==> config.mk <==
export PLATFORM = sky130hd
export DESIGN_NAME = layer_address_sequencer
export DESIGN_NICKNAME = d
export VERILOG_FILES = /design/src/rtl/layer_address_sequencer.sv
export SDC_FILE = /design/constraint.sdc
export NUM_CORES = 1
export LEC_CHECK = 0
export ABC_AREA = 1
export CAP_MARGIN = 20
export CELL_PAD_IN_SITES_DETAIL_PLACEMENT = 0
export CELL_PAD_IN_SITES_GLOBAL_PLACEMENT = 1
export CORE_MARGIN = 3
export CORE_UTILIZATION = 40
export DETAILED_ROUTE_END_ITERATION = 10
export HOLD_SLACK_MARGIN = 0.03
export PLACE_DENSITY_LB_ADDON = 0.1
export SYNTH_ARGS = -nofsm -noshare
export SYNTH_HDL_FRONTEND = slang
export SYNTH_SLANG_ARGS = --single-unit
==> constraint.sdc <==
create_clock -name clk -period 2.68 [get_ports clk]
set_input_delay 0.402 -clock clk [delete_from_list [all_inputs] [get_ports clk]]
set_output_delay 0.402 -clock clk [all_outputs]
set_load 0.005 [all_outputs]
==> src/rtl/layer_address_sequencer.sv <==
// ---------------------------------------------------------------------------
// layer_address_sequencer
//
// Sequencing front end of the neural accelerator. It combines the control
// FSM, a two-word instruction store (word 0 = Nk inputs per neuron,
// word 1 = Nn neuron count) and the address generator. After reset it runs
// one fully connected layer, streaming activation and weight read addresses
// and stepping the output neuron address once per neuron.
//
// Optional feature macro: INSTR_WRITE_EN
//   defined   : instr_we / instr_addr / instr_wdata ports write the
//               instruction words (any state, reset included); new values
//               are used from the next INIT.
//   undefined : the words are the constants INIT_NK / INIT_NN.
//
// Ports
//   clk                   in   sole clock, rising edge
//   reset                 in   synchronous, active-high reset
//   read_neuro_base_addr  in   8  base of the input activations
//   read_weight_base_addr in   8  base of the weight block
//   write_neuro_base_addr in   8  base of the output activations
//   instr_we/addr/wdata   in   instruction write port (INSTR_WRITE_EN only)
//   neuro_read_addr       out  8  activation read address
//   weight_read_addr      out  8  weight read address
//   neuro_write_addr      out  8  output neuron address
//   read_en               out  1  addresses valid (RUN)
//   alu_rst               out  1  clears the MAC accumulator (RST/INIT)
//   neuron_finished       out  1  pulse on the last input of each neuron
//   finished              out  1  layer complete, held until reset
// ---------------------------------------------------------------------------
module layer_address_sequencer #(
   parameter int INIT_NK = 4,
   parameter int INIT_NN = 2
) (
   input  logic       clk,
   input  logic       reset,
   input  logic [7:0] read_neuro_base_addr,
   input  logic [7:0] read_weight_base_addr,
   input  logic [7:0] write_neuro_base_addr,
`ifdef INSTR_WRITE_EN
   input  logic       instr_we,
   input  logic       instr_addr,
   input  logic [7:0] instr_wdata,
`endif
   output logic [7:0] neuro_read_addr,
   output logic [7:0] weight_read_addr,
   output logic [7:0] neuro_write_addr,
   output logic       read_en,
   output logic       alu_rst,
   output logic       neuron_finished,
   output logic       finished
);

   localparam logic [1:0] ST_RST  = 2'd0;
   localparam logic [1:0] ST_INIT = 2'd1;
   localparam logic [1:0] ST_RUN  = 2'd2;
   localparam logic [1:0] ST_DONE = 2'd3;

   logic [7:0] instr_nk;
   logic [7:0] instr_nn;

`ifdef INSTR_WRITE_EN
   // Power-up contents come from the parameters; reset deliberately leaves
   // the words untouched so a program survives a layer restart.
   logic [7:0] instr_mem_reg [2] = '{8'(INIT_NK), 8'(INIT_NN)};

   always_ff @(posedge clk) begin
      if (instr_we) begin
         instr_mem_reg[instr_addr] <= instr_wdata;
      end
   end

   assign instr_nk = instr_mem_reg[0];
   assign instr_nn = instr_mem_reg[1];
`else
   assign instr_nk = 8'(INIT_NK);
   assign instr_nn = 8'(INIT_NN);
`endif

   logic [1:0] state_reg;
   logic [7:0] nk_reg;
   logic [7:0] nn_reg;
   logic [7:0] i_reg;
   logic [7:0] n_reg;
   logic [7:0] rbase_reg;
   logic [7:0] obase_reg;
   logic [7:0] neuro_read_addr_reg;
   logic [7:0] weight_read_addr_reg;
   logic [7:0] neuro_write_addr_reg;
   logic       read_en_reg;
   logic       alu_rst_reg;
   logic       neuron_finished_reg;
   logic       finished_reg;

   // Index of the input that follows i_reg within the current neuron.
   logic [7:0] i_next;
   logic       last_input;
   assign i_next     = i_reg + 8'd1;
   assign last_input = (i_reg == nk_reg - 8'd1);

   always_ff @(posedge clk) begin
      if (reset) begin
         state_reg            <= ST_RST;
         i_reg                <= 8'd0;
         n_reg                <= 8'd0;
         neuro_read_addr_reg  <= 8'd0;
         weight_read_addr_reg <= 8'd0;
         neuro_write_addr_reg <= 8'd0;
         read_en_reg          <= 1'b0;
         alu_rst_reg          <= 1'b1;
         neuron_finished_reg  <= 1'b0;
         finished_reg         <= 1'b0;
      end else begin
         case (state_reg)
            ST_RST: begin
               state_reg   <= ST_INIT;
               alu_rst_reg <= 1'b1;
            end

            ST_INIT: begin
               // Bases and instruction words are captured here only, so
               // later changes on the inputs do not disturb a running layer.
               nk_reg      <= instr_nk;
               nn_reg      <= instr_nn;
               rbase_reg   <= read_neuro_base_addr;
               obase_reg   <= write_neuro_base_addr;
               i_reg       <= 8'd0;
               n_reg       <= 8'd0;
               alu_rst_reg <= 1'b0;
               if (instr_nk == 8'd0 || instr_nn == 8'd0) begin
                  state_reg    <= ST_DONE;
                  finished_reg <= 1'b1;
               end else begin
                  // Load the first RUN address set straight from the inputs.
                  state_reg            <= ST_RUN;
                  read_en_reg          <= 1'b1;
                  neuro_read_addr_reg  <= read_neuro_base_addr;
                  weight_read_addr_reg <= read_weight_base_addr;
                  neuro_write_addr_reg <= write_neuro_base_addr;
                  neuron_finished_reg  <= (instr_nk == 8'd1);
               end
            end

            ST_RUN: begin
               if (last_input) begin
                  if (n_reg == nn_reg - 8'd1) begin
                     // Addresses hold their last values from here on.
                     state_reg           <= ST_DONE;
                     read_en_reg         <= 1'b0;
                     neuron_finished_reg <= 1'b0;
                     finished_reg        <= 1'b1;
                  end else begin
                     i_reg                <= 8'd0;
                     n_reg                <= n_reg + 8'd1;
                     neuro_read_addr_reg  <= rbase_reg;
                     weight_read_addr_reg <= weight_read_addr_reg + 8'd1;
                     neuro_write_addr_reg <= obase_reg + n_reg + 8'd1;
                     neuron_finished_reg  <= (nk_reg == 8'd1);
                  end
               end else begin
                  // Weight pointer walks the whole n*Nk+i block linearly.
                  i_reg                <= i_next;
                  neuro_read_addr_reg  <= rbase_reg + i_next;
                  weight_read_addr_reg <= weight_read_addr_reg + 8'd1;
                  neuron_finished_reg  <= (i_next == nk_reg - 8'd1);
               end
            end

            ST_DONE: begin
               state_reg <= ST_DONE;
            end

            default: begin
               state_reg   <= ST_RST;
               alu_rst_reg <= 1'b1;
            end
         endcase
      end
   end

   assign neuro_read_addr  = neuro_read_addr_reg;
   assign weight_read_addr = weight_read_addr_reg;
   assign neuro_write_addr = neuro_write_addr_reg;
   assign read_en          = read_en_reg;
   assign alu_rst          = alu_rst_reg;
   assign neuron_finished  = neuron_finished_reg;
   assign finished         = finished_reg;

endmodule

==> run_results.csv <==
group,metric,value,unit
clock_tree,cts_tree,"done",
worst_hold_path,hold_path.class,"reg -> reg",
worst_setup_path,start_kind,"flip-flop",
timing,hold_ws,0.467,ns
finish,finalInstanceArea,4650,sq um
worst_setup_path,worst_path_largest_cell_delay,0.42,ns
finish,fin_cells,721,
timing,clock.fmax,423,MHz
clock_tree,cts.repair.resized,0,
clock_tree,clock_latency,0.34,ns
worst_setup_path,path_delay_family,"adder cells",
timing,finalCritPeriodShare,88.3,%
synth,yosys.area.top_type,"dfxtp_1",
floorplanning,dieArea,10700,sq um
synth,synth_top_area_share,24.3,%
worst_setup_path,worstPathMaxFanout,4,
detailed_routing,drt-pass1-iter-count,4,
clock_tree,cts.sinks,62,
placed_design,gp_congestion,0.859,
clock_tree,clk_path_buf_depth,2,
finish,antennaDiodeCount,0,
worst_setup_path,crit_arrival,2.57,ns
synth,synth.avg_cell_area,7.13,sq um
detailed_routing,drt_iter0_drc,160,
placed_design,dp_cells,705,
floorplanning,initial_utilization,42.2,%
timing,worstMarginPinSlew,0.537,ns
finish,final_core_util,51.8,%
timing,final.min_clock_period,2.37,ns
synth,async_flop_share,0,%
timing,finalSetupViolCount,0,
grt,grt_max_degree,31,
worst_setup_path,rrSetupSlack,0.31,ns
power_and_ir_drop,intPower,2.39,mW
synth,netlist_area,3790,sq um
worst_setup_path,crit_cells,12,
synth,synthTopCellsByArea,"dfxtp_1, nand2_1, edfxtp_1",
timing,slew_violations,0,
synth,yosysMostFrequentCell,"nand2_1",
job,cap_violations,0,
synth,synth_seq_cells,62,
synth,ys_seq_area_share,37.0,%
finish,fin_nets,643,
finish,multi_input_area,2080,sq um
timing,fin_setup_tns,0,ns
floorplanning,fp-row-count,34,
grt,grtUsageTotal,19.4,%
worst_setup_path,endpoint,"neuro_read_addr[7]$_SDFFE_PP0P_",
worst_setup_path,crit_path_cell_trace,"ha_1 -> nand2_1 -> nor2_1 -> o21ai_0 -> ha_1 -> nand2_1 -> inv_1 -> nand2_1 -> o21ai_0 -> nand3_1 -> nand3_1 -> a21oi_1",
worst_setup_path,rr_endpoint,"neuro_read_addr[7]$_SDFFE_PP0P_",
finish,syn_to_final_growth,22.7,%
detailed_routing,drc_errors,0,
synth,ys_warn_count,0,
synth,yosysUniqueCellTypes,35,
floorplanning,dieWidth,103,um
clock_tree,numCtsBuffers,9,
worst_setup_path,r2r_cells,12,
placed_design,place_area,4470,sq um
power_and_ir_drop,netSwitchingFraction,41.1,%
synth,synth_common_cells,"nand2_1, inv_1, nand3_1",
finish,ff_latch_area,1400,sq um
placed_design,io_buffers,53,
timing,clock_skew,0.0157,ns
worst_setup_path,cp_num_buf_inv,1,
detailed_routing,wl_per_cell,13.3,um
clock_tree,clk_pin_slew,0.08,ns
timing,rsz0062_at_grt,"no",
synth,synth_flop_cell,"dfxtp_1",
power_and_ir_drop,p_comb_share,48.0,%
floorplanning,core,8980,sq um
clock_tree,h-tree-depth,3,
worst_setup_path,timing.rr.start,"i_reg[1]$_SDFFE_PP0P_",
power_and_ir_drop,p_switching,1.67,mW
grt,gr-total-overflow,0,
timing,slew-limit-headroom,63.8,%
worst_setup_path,crit_path_start,"i_reg[1]$_SDFFE_PP0P_",
outcome,status,"finished clean",
synth,synth_edf_count,16,
timing,hold_viol_final,0,
floorplanning,dieHeight,103,um
detailed_routing,vias,3475,
power_and_ir_drop,p_leak,2.07,nW
worst_setup_path,worstSetupPathType,"reg -> reg",
power_and_ir_drop,power.density_cell_area,873,nW/um^2
placed_design,dpl.hpwl,6.94,mm
floorplanning,ioPinCount,54,
worst_setup_path,required,2.88,ns
clock_tree,clockRootBuffer,"clkbuf_8",
clock_tree,postCtsSetupBuffers,0,
synth,netlist_instances,531,
worst_setup_path,cp-end-kind,"flip-flop",
clock_tree,cts_hold_buf,0,
power_and_ir_drop,sequentialPowerShare,33.9,%
grt,grt_pass1_vias,3332,
grt,grt_pass1_wl,16.0,mm
grt,antenna_found_initial,0,
finish,layout-drive-gt1-share,6.39,%
detailed_routing,wirelength,9.61,mm
worst_setup_path,worst_path_max_delay_cell,"ha_1",
finish,fillers,873,
worst_setup_path,cp_common_cell,"nand2_1",
detailed_routing,viasPerCell,4.82,
power_and_ir_drop,vdd_ir_drop_max,392,uV
power_and_ir_drop,p_clk_share,18.2,%
synth,syn_nets,584,
detailed_routing,antenna_left,0,
-- cell type report --
class	count	area share (%)
clock inverter	2	0.215
clock buffer	14	3.50
tap	126	3.39
inverter	59	4.82
multi-input combinational	394	44.7
timing repair buffer	64	13.2
sequential	62	30.2
-- cells in the final DEF (no fill, tap or decap), drive strengths merged, types with 3 or more instances in the layout --
cell and n:
a21oi 38, buf 11, clkbuf 14, clkdlybuf4s50 53
dfxtp 46, edfxtp 16, ha 25, inv 59
nand2 165, nand3 50, nand4 12, nor2 49
nor3 3, o21ai 27, o21bai 3, xor2 12
-- per-stage QoR --
step / total power, mW / setup slack (ns)
after floorplan: 2.61 / 0.632
after global placement: 3.33 / 0.476
after detailed placement: 3.35 / 0.374
after CTS: 4.12 / 0.328
after global routing: 4.42 / 0.0530
final: 4.06 / 0.314
-- how the worst min path moves through the flow --
stage	from	end	slack (ns)	depth (start not counted)
6_report	neuron_finished$_SDFFE_PP0P_	neuron_finished$_SDFFE_PP0P_	0.47	2
5_1_grt	neuro_write_addr[6]$_SDFFE_PP0P_	neuro_write_addr[6]$_SDFFE_PP0P_	0.49	2
4_1_cts	neuro_write_addr[5]$_SDFFE_PP0P_	neuro_write_addr[5]$_SDFFE_PP0P_	0.47	2
3_5_place_dp	finished$_SDFFE_PP0P_	finished$_SDFFE_PP0P_	0.45	2
3_3_place_gp	finished$_SDFFE_PP0P_	finished$_SDFFE_PP0P_	0.45	2
2_1_floorplan	i_reg[0]$_SDFFE_PP0P_	i_reg[0]$_SDFFE_PP0P_	0.45	1
-- worst min-delay path, delay by kind of cell, from the launching register on --
| kind | cells | cell delay (ns) |
|---|---|---|
| flops | 1 | 0.31 |
| simple gates | 1 | 0.06 |
| compound gates | 1 | 0.05 |
-- per-layer routing --
layer / vias up / share of wire, % / track usage, %
met2: 83 / 45 / 30.1
met4: 0 / 0.81 / 6.67
met3: 7 / 4.2 / 4.36
li1: 1840 / - / -
met5: - / 0 / 0
met1: 1545 / 50 / 26.7
-- kinds of logic after synthesis --
kind of cell               synth area share (%)
and+or+nand+nor                            32.8
buffers and inverters                      8.10
AOI/OAI and AO/OA                          9.48
DFF                                        37.0
adders and majority gates                  9.32
xor gates and xnor gates                   3.01
muxes                                     0.264
-- power by group through the flow --
stage	sequential (mW)	clock (mW)	combinational (mW)
after global placement	1.39	0	1.95
after floorplan	1.38	0	1.23
after CTS	1.37	0.766	1.98
after global routing	1.41	0.814	2.20
after detailed placement	1.39	0	1.96
final	1.37	0.737	1.95
(Power assumes the default switching activity.)
